$ cat config.mk
export PLATFORM = sky130hd
export DESIGN_NAME = md_issue_ctrl_flat
export DESIGN_NICKNAME = d
export VERILOG_FILES = /design/src/rtl/md_issue_ctrl_pkg.sv /design/src/rtl/md_issue_ctrl_if.sv /design/src/rtl/md_issue_ctrl.sv /design/src/flat_wrapper.sv
export SDC_FILE = /design/constraint.sdc
export NUM_CORES = 1
export LEC_CHECK = 0
export ABC_AREA = 1
export CAP_MARGIN = 20
export CORE_ASPECT_RATIO = 0.7
export CORE_UTILIZATION = 39
export DETAILED_ROUTE_END_ITERATION = 7
export PLACE_DENSITY = 0.82
export SYNTH_ARGS = -nofsm -noshare
export SYNTH_HDL_FRONTEND = slang
export SYNTH_SLANG_ARGS = --single-unit
$ cat constraint.sdc
create_clock -name clk -period 1.8 [get_ports clk]
set_input_delay 0.36 -clock clk [delete_from_list [all_inputs] [get_ports clk]]
set_output_delay 0.36 -clock clk [all_outputs]
set_load 0.005 [all_outputs]
$ cat src/rtl/md_issue_ctrl_pkg.sv
// Shared funct codes, FSM state type and latency helpers for the HI/LO multiply-divide issue logic.
package md_pkg;

    localparam logic [5:0] FUNCT_MULT  = 6'b011000;
    localparam logic [5:0] FUNCT_MULTU = 6'b011001;
    localparam logic [5:0] FUNCT_DIV   = 6'b011010;
    localparam logic [5:0] FUNCT_DIVU  = 6'b011011;
    localparam logic [5:0] FUNCT_MTHI  = 6'b010001;
    localparam logic [5:0] FUNCT_MTLO  = 6'b010011;

    localparam int DEF_MULT_CYCLES = 5;
    localparam int DEF_DIV_CYCLES  = 10;
    localparam int DEF_CNT_W       = 4;

    typedef enum logic {
        ST_IDLE = 1'b0,
        ST_RUN  = 1'b1
    } md_state_t;

    function automatic logic IS_LONG(input logic [5:0] f);
        return (f == FUNCT_MULT) || (f == FUNCT_MULTU) ||
               (f == FUNCT_DIV)  || (f == FUNCT_DIVU);
    endfunction

    function automatic logic IS_MT(input logic [5:0] f);
        return (f == FUNCT_MTHI) || (f == FUNCT_MTLO);
    endfunction

    // Only meaningful for long ops; anything that is not a multiply gets the divide time.
    function automatic int LAT_OF(input logic [5:0] f, input int mult_cycles, input int div_cycles);
        return ((f == FUNCT_MULT) || (f == FUNCT_MULTU)) ? mult_cycles : div_cycles;
    endfunction

endpackage

$ cat src/rtl/md_issue_ctrl_if.sv
// Pipeline <-> md issue controller signal bundle; master is the pipeline side.
interface md_issue_ctrl_if;

    logic        e_md_valid;
    logic [5:0]  e_funct;
    logic [31:0] e_rs;
    logic [31:0] e_rt;
    logic        d_md_use;

    logic        md_start;
    logic [5:0]  md_funct;
    logic [31:0] md_in1;
    logic [31:0] md_in2;
    logic        busy;
    logic        stall;
    logic [31:0] stall_cnt;
    logic        proto_err;

    modport master (
        output e_md_valid, e_funct, e_rs, e_rt, d_md_use,
        input  md_start, md_funct, md_in1, md_in2, busy, stall, stall_cnt, proto_err
    );

    modport slave (
        input  e_md_valid, e_funct, e_rs, e_rt, d_md_use,
        output md_start, md_funct, md_in1, md_in2, busy, stall, stall_cnt, proto_err
    );

endinterface

$ cat src/rtl/md_issue_ctrl.sv
// Issues E-stage mult/div/mthi/mtlo to the HI/LO unit, tracks its latency and stalls D on HI/LO use.
// start/stall are combinational from E/D inputs; busy, stall_cnt and proto_err are registered.
module md_issue_ctrl
    import md_pkg::*;
#(
    parameter int MULT_CYCLES = DEF_MULT_CYCLES,
    parameter int DIV_CYCLES  = DEF_DIV_CYCLES,
    parameter int CNT_W       = DEF_CNT_W
) (
    input  logic            clk,
    input  logic            reset,
    md_issue_ctrl_if.slave  bus
);

    md_state_t         state;
    logic [CNT_W-1:0]  cnt;
    logic              busy_q;
    logic [31:0]       stall_cnt_q;
    logic              proto_err_q;

    logic              long_op;
    logic              mt_op;
    logic              start;
    logic              stall;
    logic              illegal;
    logic [CNT_W-1:0]  lat;

    assign long_op = IS_LONG(bus.e_funct);
    assign mt_op   = IS_MT(bus.e_funct);
    assign lat     = CNT_W'(LAT_OF(bus.e_funct, MULT_CYCLES, DIV_CYCLES));

    // A valid E instruction while the unit is busy means the stall was ignored upstream.
    assign start   = bus.e_md_valid & ~busy_q & (long_op | mt_op);
    assign illegal = bus.e_md_valid & (busy_q | ~(long_op | mt_op));

    // mthi/mtlo land on the issuing edge, so only long ops hold D.
    assign stall   = bus.d_md_use & (busy_q | (start & long_op));

    always_ff @(posedge clk or posedge reset) begin
        if (reset) begin
            state       <= ST_IDLE;
            cnt         <= '0;
            busy_q      <= 1'b0;
            stall_cnt_q <= '0;
            proto_err_q <= 1'b0;
        end else begin
            case (state)
                ST_IDLE: begin
                    if (start && long_op) begin
                        state  <= ST_RUN;
                        cnt    <= lat;
                        busy_q <= 1'b1;
                    end
                end
                ST_RUN: begin
                    if (cnt == CNT_W'(1)) begin
                        state  <= ST_IDLE;
                        cnt    <= '0;
                        busy_q <= 1'b0;
                    end else begin
                        cnt <= cnt - 1'b1;
                    end
                end
                default: begin
                    state  <= ST_IDLE;
                    cnt    <= '0;
                    busy_q <= 1'b0;
                end
            endcase

            if (illegal)
                proto_err_q <= 1'b1;

            if (stall && (stall_cnt_q != 32'hFFFF_FFFF))
                stall_cnt_q <= stall_cnt_q + 32'd1;
        end
    end

    assign bus.md_start  = start;
    assign bus.md_funct  = bus.e_funct;
    assign bus.md_in1    = bus.e_rs;
    assign bus.md_in2    = bus.e_rt;
    assign bus.busy      = busy_q;
    assign bus.stall     = stall;
    assign bus.stall_cnt = stall_cnt_q;
    assign bus.proto_err = proto_err_q;

endmodule
$ cat src/flat_wrapper.sv
// flat-port wrapper written by rule: the top's interface ports become plain ports
module md_issue_ctrl_flat import md_pkg::*;
#(
    parameter int MULT_CYCLES = DEF_MULT_CYCLES,
    parameter int DIV_CYCLES  = DEF_DIV_CYCLES,
    parameter int CNT_W       = DEF_CNT_W
)
  (clk, reset, bus_e_md_valid, bus_e_funct, bus_e_rs, bus_e_rt, bus_d_md_use, bus_md_start, bus_md_funct, bus_md_in1, bus_md_in2, bus_busy, bus_stall, bus_stall_cnt, bus_proto_err);
  md_issue_ctrl_if bus_i ();
  input  logic clk;
  input  logic reset;
  input wire logic [$bits(bus_i.e_md_valid)-1:0] bus_e_md_valid;
  input wire logic [$bits(bus_i.e_funct)-1:0] bus_e_funct;
  input wire logic [$bits(bus_i.e_rs)-1:0] bus_e_rs;
  input wire logic [$bits(bus_i.e_rt)-1:0] bus_e_rt;
  input wire logic [$bits(bus_i.d_md_use)-1:0] bus_d_md_use;
  output wire logic [$bits(bus_i.md_start)-1:0] bus_md_start;
  output wire logic [$bits(bus_i.md_funct)-1:0] bus_md_funct;
  output wire logic [$bits(bus_i.md_in1)-1:0] bus_md_in1;
  output wire logic [$bits(bus_i.md_in2)-1:0] bus_md_in2;
  output wire logic [$bits(bus_i.busy)-1:0] bus_busy;
  output wire logic [$bits(bus_i.stall)-1:0] bus_stall;
  output wire logic [$bits(bus_i.stall_cnt)-1:0] bus_stall_cnt;
  output wire logic [$bits(bus_i.proto_err)-1:0] bus_proto_err;
  assign bus_i.e_md_valid = bus_e_md_valid;
  assign bus_i.e_funct = bus_e_funct;
  assign bus_i.e_rs = bus_e_rs;
  assign bus_i.e_rt = bus_e_rt;
  assign bus_i.d_md_use = bus_d_md_use;
  assign bus_md_start = bus_i.md_start;
  assign bus_md_funct = bus_i.md_funct;
  assign bus_md_in1 = bus_i.md_in1;
  assign bus_md_in2 = bus_i.md_in2;
  assign bus_busy = bus_i.busy;
  assign bus_stall = bus_i.stall;
  assign bus_stall_cnt = bus_i.stall_cnt;
  assign bus_proto_err = bus_i.proto_err;
  md_issue_ctrl #(.MULT_CYCLES(MULT_CYCLES), .DIV_CYCLES(DIV_CYCLES), .CNT_W(CNT_W)) u_core (.clk(clk), .reset(reset), .bus(bus_i));
endmodule
# --- Word-level counts from Yosys, hierarchy flattened ---
# Index checks and enable logic that the tools add are counted.
classes:
  addsub: 2
  n_reduce_logical: 7
  n_bitwise: 11
  eq_ne: 10
  mux: 10
op_table:
  columns: ["op", "count"]
  rows:
  - ["6-bit by 5-bit == test with 1-bit output (second input constant)", 6]
  - ["32-bit by 1-bit adder with 32-bit output (second input constant)", 1]
  - ["32-bit inequality test (second input constant)", 1]
  - ["4-bit two-way mux", 3]
  - ["4-bit case mux with 2 select lines", 1]
  - ["1-bit bitwise AND", 5]
  - ["4-bit by 1-bit == test with 1-bit output (second input constant)", 1]
  - ["1-bit logical OR", 4]
  - ["1-bit two-way mux", 4]
  - ["1-bit case mux with 2 select lines", 2]
  - ["4-bit by 1-bit subtractor with 4-bit output (second input constant)", 1]
  - ["1-bit inverter", 3]
  - ["1-bit OR", 3]
  - ["1-bit logical AND", 2]
  - ["2-bit by 1-bit inequality test with 1-bit output (second input constant)", 1]
  - ["2-bit inequality test (second input constant)", 1]
  - ["2-bit AND reduction", 1]
totals:
  reg_bits: 39
  input_bits: 74
  elab_cells: 45
  out_inout_bits: 106

# --- Logic depth before layout (Yosys ltp) ---
# Gate-level depths: netlist of run 1.
logic_depth:
  word_depth: 10
  mapped_depth: 11
  mapped_depth_nobuf: 10

# --- Worst setup path before layout of run 1 ---
# OpenSTA, ideal clock, no wires.
synth_timing:
  path_kind: "register to register"
  start: "register u_core.stall_cnt_q[0] (netlist: u_core.bus.stall_cnt[0])"
  end: "register u_core.stall_cnt_q[27] (netlist: u_core.bus.stall_cnt[27])"
  t_arrival_ns: 1.528
  slack_ns: 0.156
  setup_ns: 0.116
  required_time_ns: 1.684
  period_less_slack_ns: 1.644
  path_stages_with_launch: 12
  n_path_buf: 1
  path_cell_list: "dfrtp_1 > ha_1 > inv_1 > nor2_4 > nand2_2 > nor2_4 > nand2_4 > nand2_8 > inv_4 > buf_6 > nand2_1 > nand2_1"
synth_via:
  elab_chain_len: 2
  elab_cells_between_ends: 3
  classes_between: "add/sub (1); eq/ne (1); reduce/logical (1)"
synth_lines:
  columns: ["element", "line", "rtl"]
  rows:
  - ["start, declared", "md_issue_ctrl.sv:18", "logic [31:0] stall_cnt_q;"]
  - ["start signal, assigned", "md_issue_ctrl.sv:75", "stall_cnt_q <= stall_cnt_q + 32'd1;"]
  - ["branches (longest 2 deep; another with 32-bit by 1-bit adder with 32-bit output)", null, null]
# Parallel ways; which one is timed is not known.
# A chain may end at the register's enable or synchronous reset.

# --- Final worst setup path of run 1 ---
layout_timing:
  start: "register u_core.busy_q (netlist: u_core.bus.busy)"
  end: "output bus_md_start"
layout_via:
  elab_chain_len: 3
layout_lines:
  columns: ["element", "line", "rtl"]
  rows:
  - ["start, declared", "md_issue_ctrl.sv:17", "logic busy_q;"]
  - ["start signal, assigned", "md_issue_ctrl.sv:43", "busy_q <= 1'b0;"]
  - ["start signal, assigned", "md_issue_ctrl.sv:52", "busy_q <= 1'b1;"]
  - ["start signal, assigned", "md_issue_ctrl.sv:59", "busy_q <= 1'b0;"]
  - ["1-bit inverter", "md_issue_ctrl.sv:33", "assign start = bus.e_md_valid & ~busy_q & (long_op | mt_op);"]
  - ["1-bit bitwise AND (2 in series)", "md_issue_ctrl.sv:33", null]
  - ["end, declared", "flat_wrapper.sv:17", "output wire logic [$bits(bus_i.md_start)-1:0] bus_md_start;"]
# No other way between the ends.

==> results.sh, run 1 <==
export IMPL_worstPathArrival_ns=1.38
export IMPL_grt_pass1_vias=2645
export IMPL_antenna_found_initial=0
export IMPL_synth_area_per_cell_sq_um=6.60
export IMPL_drc=0
export IMPL_htreeDepth=2
export IMPL_clockBufferDepth=2
export IMPL_firstDrtPassIters=5
export IMPL_crit_chain="nor2_4, buf_4, o211ai_1, nor2_1, clkdlybuf4s15_2"
export IMPL_grt_usage=0.200
export IMPL_finalMaxSlewViolations=0
export IMPL_dpl_cell_area_sq_mm=0.00336
export IMPL_yosys_warnings=0
export IMPL_rows=26
export IMPL_start_util=0.416
export IMPL_syn_to_final_growth_pct=15.7
export IMPL_synth_fp_nets=551
export IMPL_fin_area_sq_mm=0.00362
export IMPL_cp_end_kind="primary output"
export IMPL_cts_buffers=5
export IMPL_place_gp_congestion=0.942
export IMPL_cp_slowest_cell="dfrtp_1"
export IMPL_status="completed"
export IMPL_finalSetupViolCount=0
export IMPL_drv_cap=0
export IMPL_netlist_area_sq_mm=0.00313
export IMPL_grt_max_degree=40
export IMPL_crit_path_max_fanout=3
export IMPL_dp_cells=567
export IMPL_postSynthCellCount=474
export IMPL_die_area_sq_mm=0.00839
export IMPL_cp_start_kind="flop"
export IMPL_die_w_um=109
export IMPL_overflow=0
export IMPL_nets=559
export IMPL_coreArea_sq_mm=0.00751
export IMPL_io_buffer_count=51
export IMPL_grt_pass1_wl_um=13000
export IMPL_rsz0062_at_grt="no"
export IMPL_post_route_min_period_ns=1.74
export IMPL_pwr_density_cell_mw_per_mm2=833
export IMPL_cts_sinks=39
export IMPL_fin_crit_sh=0.966
export IMPL_pin_count=180
export IMPL_drive_above_1_share=0.104
export IMPL_path_buf_inv=2
export IMPL_hold_viol=0
export IMPL_slew_headroom=0.730
export IMPL_path_class="reg2out"
export IMPL_cts_tree="built"
export IMPL_synth_cell_type_count=25
export IMPL_drtAntennaViolNets=0
export IMPL_vias=2954
export IMPL_routedWlPerCell_um=14.2
export IMPL_cts_root_buffer="clkbuf_16"
export IMPL_fin_worst_skew_ns=0.00411
export IMPL_irDropWorstVdd_mv=0.525
export IMPL_stdcell_count=581
export IMPL_power_leakage_nw=1.66
export IMPL_dpl_hpwl_um=5990
export IMPL_slowest_delay_ns=0.41
export IMPL_hold_class="in2async"
export IMPL_critical_path_top_delay_family="flip-flops"
export IMPL_diodes=0
export IMPL_ys_seq_area_frac=0.312
export IMPL_fmax_ghz=0.575
export IMPL_ys_seq_elements=39
export IMPL_clk_latency_ns=0.28
export IMPL_viasPerCell=5.08
export IMPL_required_ns=1.44
export IMPL_worst_pin_slew_ns=0.404
export IMPL_die_h_um=76.9
export IMPL_drt_total_wl_um=8260
export IMPL_clk_pin_slew_worst_paths_ns=0.06
export IMPL_drt_iter0_markers=195
==> per-layer routing <==
| layer | share of wire | global-route usage | up-vias | wire, um |
|---|---|---|---|---|
| met5 | 0 | 0 | - | 0 |
| met4 | 0.013 | 0.0500 | 0 | 108 |
| met3 | 0.11 | 0.0629 | 18 | 916 |
| met2 | 0.44 | 0.291 | 162 | 3640 |
| met1 | 0.43 | 0.282 | 1385 | 3590 |
| li1 | - | - | 1389 | - |
==> power by group <==
group          switching (mW)  total (mW)  internal [mW]
clock network           0.342       0.932          0.590
logic                   0.527       0.962          0.435
registers               0.122        1.12          0.998
total                   0.991        3.01           2.02
==> state kept, by name, summed over array words and instances (netlist names) <==
register	count
u_core.bus.stall_cnt	32
u_core.state	1
u_core.bus.busy	1
u_core.cnt	4
u_core.bus.proto_err	1
==> path summary, 6_finish.rpt <==
path | end | depth (start not counted) | start | slack [ns]
setup / recovery | bus_md_start | 5 | u_core.bus.busy$_DFFE_PP0P_ | 0.06
hold / removal | u_core.bus.stall_cnt[13]$_DFFE_PP0P_ | 3 | reset | 0.44
setup reg to reg | u_core.bus.stall_cnt[14]$_DFFE_PP0P_ | 10 | u_core.bus.stall_cnt[1]$_DFFE_PP0P_ | 0.13
hold reg to reg | u_core.bus.proto_err$_DFFE_PP0P_ | 1 | u_core.bus.proto_err$_DFFE_PP0P_ | 0.46
max in group asynchronous | u_core.bus.stall_cnt[2]$_DFFE_PP0P_ | 3 | reset | 1.15
min in group clk | u_core.bus.proto_err$_DFFE_PP0P_ | 3 | bus_e_md_valid | 0.45
==> synth_stat cells, drive strengths merged <==
| master | count | area share |
|---|---|---|
| nor3 | 1 | 0.0016 |
| nand2 | 200 | 0.25 |
| a22oi | 1 | 0.0024 |
| a21oi | 5 | 0.012 |
| o21ai | 9 | 0.014 |
| buf | 75 | 0.18 |
| a21o | 1 | 0.0024 |
| inv | 40 | 0.049 |
| nand3b | 1 | 0.0024 |
| ha | 3 | 0.012 |
| o211ai | 1 | 0.0024 |
| dfrtp | 39 | 0.31 |
| xor2 | 8 | 0.022 |
| nor2 | 59 | 0.077 |
| nand4 | 3 | 0.0060 |
| xnor2 | 7 | 0.020 |
| nand3 | 21 | 0.034 |
==> tightest hold or removal path, cell delays in order <==
cell	delay, ns
clkdlybuf4s50_1	0.40
inv_1	0.09
buf_12	0.24
==> layout make-up <==
type                    instances  area [sq um]
fillers                       749          3890
multi-input cells             320          1460
flip-flops and latches         39           978
repair buffers                 76           751
clock buffers                   8           156
inverters                      40           155
well taps                      98           123
==> timing repair <==
| item | in CTS | in global routing |
|---|---|---|
| pin swaps | 4 | 4 |
| gates resized for setup | 13 | 10 |
| cloned | 0 | 1 |
| setup buffers | 3 | 2 |
| setup endpoints to repair | 4 | 32 |
| hold buffers | 0 | 0 |
==> cells in the final DEF, fill, tap and decap left out, drive strengths merged <==
cell type	synthesis	routed
a21o	1	1
a21oi	5	5
a22oi	1	1
buf	75	24
clkbuf	0	9
clkdlybuf4s15	0	2
clkdlybuf4s50	0	43
dfrtp	39	39
dlygate4sd2	0	4
dlymetal6s2s	0	2
ha	3	3
inv	40	40
nand2	200	200
nand3	21	21
nand3b	1	1
nand4	3	3
nor2	59	59
nor3	1	1
o211ai	1	1
o21ai	9	9
xnor2	7	7
xor2	8	8
==> kinds of logic (layout without fill, tap and decap cells) <==
kind of cell	count (synthesis)	after routing	share of synthesized area
AOI/OAI and AO/OA	17	17	0.0332
DFF	39	39	0.312
xor gates and xnor gates	15	15	0.0420
and+or+nand+nor	285	285	0.370
buffers and inverters	115	124	0.231
adders and majority gates	3	3	0.0120
==> per-stage QoR <==
stage	util	setup slack [ns]	TNS [ns]	power [mW]	hold WS, ns
4_1_cts	0.472	0.0132	0	2.93	0.455
2_1_floorplan	-	0.156	0	1.78	0.451
6_report	0.482	0.0621	0	3.01	0.442
3_3_place_gp	0.447	-0.364	-5.74	1.94	0.455
3_5_place_dp	0.447	-0.395	-7.52	1.99	0.447
5_1_grt	0.482	0.00132	0	3.20	0.474
(Power assumes the default switching activity.)
==> inputs of run 2 (changes only) <==
--- a/config.mk
+++ b/config.mk
@@ -8,9 +8,10 @@
 export ABC_AREA = 1
 export CAP_MARGIN = 20
 export CORE_ASPECT_RATIO = 0.7
-export CORE_UTILIZATION = 39
+export CORE_MARGIN = 4
+export CORE_UTILIZATION = 35
 export DETAILED_ROUTE_END_ITERATION = 7
-export PLACE_DENSITY = 0.82
+export PLACE_DENSITY = 0.78
 export SYNTH_ARGS = -nofsm -noshare
 export SYNTH_HDL_FRONTEND = slang
 export SYNTH_SLANG_ARGS = --single-unit
==> constraint.sdc (replaced) <==
create_clock -name clk -period 1.4 [get_ports clk]
set_input_delay 0.28 -clock clk [delete_from_list [all_inputs] [get_ports clk]]
set_output_delay 0.28 -clock clk [all_outputs]
set_load 0.005 [all_outputs]
==> run 2 against run 1 <==
- sequential share of layout area down 4.4 points
- highest routed layer unchanged
- flip-flop and latch count unchanged
- largest cell class unchanged
- critical path type is now reg2reg
- the flow now finishes with violations (negative setup slack)
- clock-buffer cell count down 2
- first-iteration DRC count up 9.2%
- clock skew up 0.0022 ns
- critical path depth up 4
==> results.sh, run 2 (same netlist as run 1, synthesis figures left out) <==
export IMPL_drtAntennaViolNets=0
export IMPL_grt_max_degree=40
export IMPL_drt_total_wl_um=9270
export IMPL_cts_tree="built"
export IMPL_io_buffer_count=51
export IMPL_rrSetupSlack_ns=-0.13
export IMPL_die_area_sq_mm=0.0105
export IMPL_clockBufferDepth=2
export IMPL_vias=3185
export IMPL_die_w_um=121
export IMPL_die_h_um=87.1
export IMPL_antenna_found_initial=0
export IMPL_cp_start_kind="flop"
export IMPL_clk_pin_slew_worst_paths_ns=0.06
export IMPL_reg2reg_depth=9
export IMPL_power_mw=4.42
export IMPL_path_class="reg2reg"
export IMPL_power_leakage_nw=2.20
export IMPL_mostFrequentLayoutCell="nand2_1"
export IMPL_crit_path_max_fanout=15
export IMPL_pin_count=180
export IMPL_drc=0
export IMPL_grt_pass1_vias=3027
export IMPL_overflow=0
export IMPL_irDropWorstVdd_mv=0.862
export IMPL_rsz0062_at_grt="yes"
export IMPL_grt_pass1_wl_um=14500
export IMPL_cts_buffers=5
export IMPL_finalMaxSlewViolations=0
export IMPL_hold_viol=0
export IMPL_fillers=803
export IMPL_layout_common_cells="182 x nand2_1, 94 x buf_4, 37 x dfrtp_1"
export IMPL_diodes=0
export IMPL_required_ns=1.56
export IMPL_dpl_hpwl_um=6470
export IMPL_place_gp_congestion=0.930
export IMPL_cts_sinks=39
export IMPL_cts_root_buffer="clkbuf_16"
export IMPL_coreArea_sq_mm=0.00858
export IMPL_rows=28
export IMPL_fmax_ghz=0.655
export IMPL_start_util=0.365
export IMPL_cpMostUsedCell="nor2_4"
export IMPL_utilization=0.504
export IMPL_htreeDepth=2
export IMPL_worstPathArrival_ns=1.69
export IMPL_cp_end_kind="flop"
export IMPL_grt_usage=0.171
export IMPL_r2r_start="u_core.bus.stall_cnt[0]$_DFFE_PP0P_"
export IMPL_worst_r2r_endpoint="u_core.bus.stall_cnt[5]$_DFFE_PP0P_"
export IMPL_status="finished, violations left"
export IMPL_cp_slowest_cell="dfrtp_2"
export IMPL_worst_pin_slew_ns=0.266
export IMPL_largest_reg_flops=32
export IMPL_nets=637
export IMPL_post_route_min_period_ns=1.53
export IMPL_final_setup_worst_slack_ns=-0.127
export IMPL_routedWlPerCell_um=13.6
export IMPL_firstDrtPassIters=5
export IMPL_hold_class="in2async"
export IMPL_drive_above_1_share=0.327
export IMPL_drt_iter0_markers=213
export IMPL_ctsHoldBuffers=0
export IMPL_clk_latency_ns=0.28
export IMPL_finalSetupViolCount=34
export IMPL_slowest_delay_ns=0.42
export IMPL_viasPerCell=4.68
export IMPL_pwr_density_cell_mw_per_mm2=1020
export IMPL_fin_worst_skew_ns=0.00635
export IMPL_fin_crit_sh=1.09
export IMPL_drv_cap=0
export IMPL_slew_headroom=0.822
export IMPL_violations="negative setup slack"
export IMPL_crit_chain="ha_4, inv_4, nor2_4, nand2_2, nor2_4, nand2_4, nand2_8, buf_12, o21ai_0"
export IMPL_syn_to_final_growth_pct=38.3
## run 2: cell count changes in the layout (fill, tap and decap cells not counted), moves of 14 or more
cell             before  now
buf_4                22   94
clkdlybuf4s50_1      43    7
nor2_1               54   28
nand2_1             196  182
dlygate4sd2_1         4   33
nor2_2                1   23
## run 2: area by class of cell
type | count | area [sq um] | share of cell area
clock inverter | 1 | 5.00 | 0.00116
tap | 120 | 150 | 0.0347
sequential | 39 | 978 | 0.226
multi-input combinational | 320 | 1630 | 0.377
timing repair buffer | 154 | 1260 | 0.292
inverter | 40 | 160 | 0.0370
clock buffer | 6 | 139 | 0.0321
## run 2: worst max path at each step
stage,endpoint,slack [ns],from
after detailed placement,bus_stall,-0.71,bus_e_funct[4]
after global routing,u_core.bus.stall_cnt[29]$_DFFE_PP0P_,-0.21,u_core.bus.stall_cnt[7]$_DFFE_PP0P_
after floorplan,u_core.bus.stall_cnt[27]$_DFFE_PP0P_,-0.15,u_core.bus.stall_cnt[1]$_DFFE_PP0P_
after global placement,bus_stall,-0.66,bus_e_funct[4]
final,u_core.bus.stall_cnt[5]$_DFFE_PP0P_,-0.13,u_core.bus.stall_cnt[0]$_DFFE_PP0P_
after CTS,u_core.bus.stall_cnt[5]$_DFFE_PP0P_,-0.11,u_core.bus.stall_cnt[1]$_DFFE_PP0P_
## run 2: worst max-delay path, delay by kind of cell, from the launching register on
family / cells / cell delay, ns
and+or+nand+nor: 5 / 0.52
DFF: 1 / 0.42
buffers and inverters: 2 / 0.19
adders and majority gates: 1 / 0.18
AOI/OAI and AO/OA: 1 / 0.09
## run 2: metal layers
metal	global-route usage	vias up	wire [um]
met2	0.282	123	4440
met3	0.0461	16	653
met5	0	-	0
met1	0.230	1505	4090
li1	-	1541	-
met4	0.0257	0	83
## run 2: repair_timing
action,CTS,global route
pin swaps,4,12
gates resized for setup,76,64
setup endpoints to repair,78,42
endpoints found under the hold margin,0,0
setup buffers,21,10
## run 2: where the power goes
group | internal [mW] | leakage, nW | switching (mW)
Combinational | 0.905 | 1.60 | 0.954
Sequential | 1.28 | 0.521 | 0.130
Clock | 0.696 | 0.0727 | 0.448
## run 2: stage by stage
| stage | TNS [ns] | std cells | hold WS (ns) | worst slack, ns | area [sq um] |
|---|---|---|---|---|---|
| detailed placement | -22.16 | 642 | 0.446 | -0.710 | 3800 |
| floorplan | -3.97 | 474 | 0.401 | -0.154 | 3130 |
| finish | -3.29 | 680 | 0.355 | -0.127 | 4330 |
| global route | -5.75 | 680 | 0.416 | -0.207 | 4330 |
| global placement | -19.27 | 642 | 0.449 | -0.658 | 3800 |
| CTS | -3.05 | 670 | 0.380 | -0.107 | 4120 |
==> inputs of run 3 (changes only) <==
--- a/config.mk
+++ b/config.mk
@@ -11,7 +11,7 @@
 export CORE_MARGIN = 4
 export CORE_UTILIZATION = 35
 export DETAILED_ROUTE_END_ITERATION = 7
-export PLACE_DENSITY = 0.78
+export PLACE_DENSITY = 0.9
 export SYNTH_ARGS = -nofsm -noshare
 export SYNTH_HDL_FRONTEND = slang
 export SYNTH_SLANG_ARGS = --single-unit
==> run 3 against run 2 <==
- critical path depth grew 1
- cell count is 0.29% lower
- non-clock buffer count shrank 3
- the flow still finishes with violations (negative setup slack)
- via count is 1.5% higher
- critical endpoint is now u_core.bus.stall_cnt[8]$_DFFE_PP0P_
- clock power decreased by 4%
- die area unchanged
- hold slack got worse by 0.00079 ns
- sequential power about the same
- global-route usage up 1.1 points
- core utilization grew 0.15 points
- maximum frequency decreased by 5.1%
- total power fell by 1.2%
==> results.sh, run 3 (same netlist as run 1, synthesis figures left out) <==
export IMPL_drt_total_wl_um=9990
export IMPL_status="finished, violations left"
export IMPL_worstPathArrival_ns=1.78
export IMPL_path_class="reg2reg"
export IMPL_ctsHoldBuffers=0
export IMPL_cts_tree="built"
export IMPL_io_buffer_count=51
export IMPL_finalSetupViolCount=35
export IMPL_dpl_hpwl_um=6920
export IMPL_worst_hold_slack_ns=0.354
export IMPL_antenna_found_initial=0
export IMPL_post_route_min_period_ns=1.61
export IMPL_pin_count=180
export IMPL_drive_above_1_share=0.297
export IMPL_utilization=0.506
export IMPL_mostFrequentLayoutCell="nand2_1"
export IMPL_hold_viol=0
export IMPL_clk_latency_ns=0.28
export IMPL_reg2reg_depth=10
export IMPL_firstDrtPassIters=5
export IMPL_pre_cts_slack_ns=-0.652
export IMPL_pwr_density_cell_mw_per_mm2=1010
export IMPL_crit_chain="buf_6, nand2_4, nor2_4, nand2_2, nor2_4, nand2_4, nand2_8, inv_16, nand2_1, nand2_1"
export IMPL_coreArea_sq_mm=0.00858
export IMPL_drt_iter0_markers=348
export IMPL_worst_r2r_endpoint="u_core.bus.stall_cnt[8]$_DFFE_PP0P_"
export IMPL_routedWlPerCell_um=14.7
export IMPL_drv_cap=0
export IMPL_fmax_ghz=0.622
export IMPL_grt_max_degree=40
export IMPL_violations="negative setup slack"
export IMPL_final_setup_worst_slack_ns=-0.209
export IMPL_htreeDepth=2
export IMPL_clk_pin_slew_worst_paths_ns=0.06
export IMPL_grt_pass1_wl_um=15400
export IMPL_die_h_um=87.1
export IMPL_clockBufferDepth=2
export IMPL_cts_sinks=39
export IMPL_place_gp_congestion=0.946
export IMPL_grt_usage=0.182
export IMPL_fin_worst_skew_ns=0.00466
export IMPL_cts_buffers=5
export IMPL_slowest_delay_ns=0.44
export IMPL_cts_root_buffer="clkbuf_16"
export IMPL_slew_headroom=0.755
export IMPL_die_area_sq_mm=0.0105
export IMPL_cp_slowest_cell="dfrtp_1"
export IMPL_crit_path_max_fanout=27
export IMPL_grt_pass1_vias=3174
export IMPL_rows=28
export IMPL_r2r_start="u_core.bus.stall_cnt[2]$_DFFE_PP0P_"
export IMPL_path_buf_inv=2
export IMPL_critical_path_top_delay_family="simple AND/OR/NAND/NOR gates"
export IMPL_drtAntennaViolNets=0
export IMPL_vias=3232
export IMPL_drc=0
export IMPL_power_mw=4.36
export IMPL_rsz0062_at_grt="yes"
export IMPL_power_leakage_nw=2.22
export IMPL_required_ns=1.57
export IMPL_diodes=0
export IMPL_nets=634
export IMPL_largest_reg_flops=32
export IMPL_cp_start_kind="flop"
export IMPL_dp_cells=641
export IMPL_finalMaxSlewViolations=0
export IMPL_fin_crit_sh=1.15
export IMPL_cp_end_kind="flop"
export IMPL_worst_pin_slew_ns=0.365
export IMPL_irDropWorstVdd_mv=0.738
export IMPL_rrSetupSlack_ns=-0.21
export IMPL_layout_common_cells="184 x nand2_1, 80 x buf_4, 37 x nor2_1"
export IMPL_viasPerCell=4.77
export IMPL_stdcell_count=678
export IMPL_syn_to_final_growth_pct=38.7
export IMPL_die_w_um=121
export IMPL_hold_class="in2async"
export IMPL_fillers=791
export IMPL_start_util=0.365
export IMPL_overflow=0
==> run 3: changes by cell type in the layout (fill, tap and decap cells not counted), sizes merged <==
cell           delta
dlymetal6s2s      +3
clkdlybuf4s15     +1
buf               -5
dlygate4sd2       -2
clkdlybuf4s50     -1
clkbuf            +2
==> run 3: metrics by stage <==
step,TNS (ns),cell area [sq um]
floorplan,-3.97,3130
global placement,-18.12,3790
detailed placement,-19.83,3790
CTS,-5.90,4050
global route,-7.79,4340
finish,-6.08,4340
==> run 3: timing repair <==
item	CTS	global route
gates cloned	0	3
pin swaps	6	7
endpoints found under the setup margin	77	47
hold endpoints to repair	0	0
resized for setup	67	71
buffers inserted	19	11
==> run 3: power breakdown <==
group | internal, mW | switching [mW]
logic | 0.898 | 0.945
clock network | 0.659 | 0.440
registers | 1.28 | 0.142
==> run 3: per-layer routing <==
metal  routed length [um]  GRT usage
met1                 4240      0.236
met2                 4630      0.295
met3                  984     0.0669
met4                  129     0.0329
met5                    0          0
==> run 3: layout make-up <==
class | count | area (sq um) | share of cell area
multi-input cells | 320 | 1570 | 0.362
repair buffers | 151 | 1330 | 0.307
flip-flops and latches | 39 | 981 | 0.226
inverters | 40 | 169 | 0.0389
well taps | 120 | 150 | 0.0346
clock buffers | 7 | 133 | 0.0306
clock inverters | 1 | 5.00 | 0.00115
==> run 3: how the worst max path moves through the flow <==
stage,startpoint,slack (ns),depth (start not counted),endpoint
final,u_core.bus.stall_cnt[2]$_DFFE_PP0P_,-0.21,10,u_core.bus.stall_cnt[8]$_DFFE_PP0P_
after global routing,u_core.bus.busy$_DFFE_PP0P_,-0.27,5,bus_md_start
after CTS,u_core.bus.busy$_DFFE_PP0P_,-0.20,5,bus_stall
after detailed placement,bus_e_funct[2],-0.65,5,bus_stall
after global placement,bus_e_funct[4],-0.63,6,bus_stall
after floorplan,u_core.bus.stall_cnt[1]$_DFFE_PP0P_,-0.15,11,u_core.bus.stall_cnt[27]$_DFFE_PP0P_
==> run 3: worst min-delay path, stage by stage <==
cell and delay [ns]:
clkdlybuf4s50_1 0.40, inv_1 0.09, buf_12 0.23
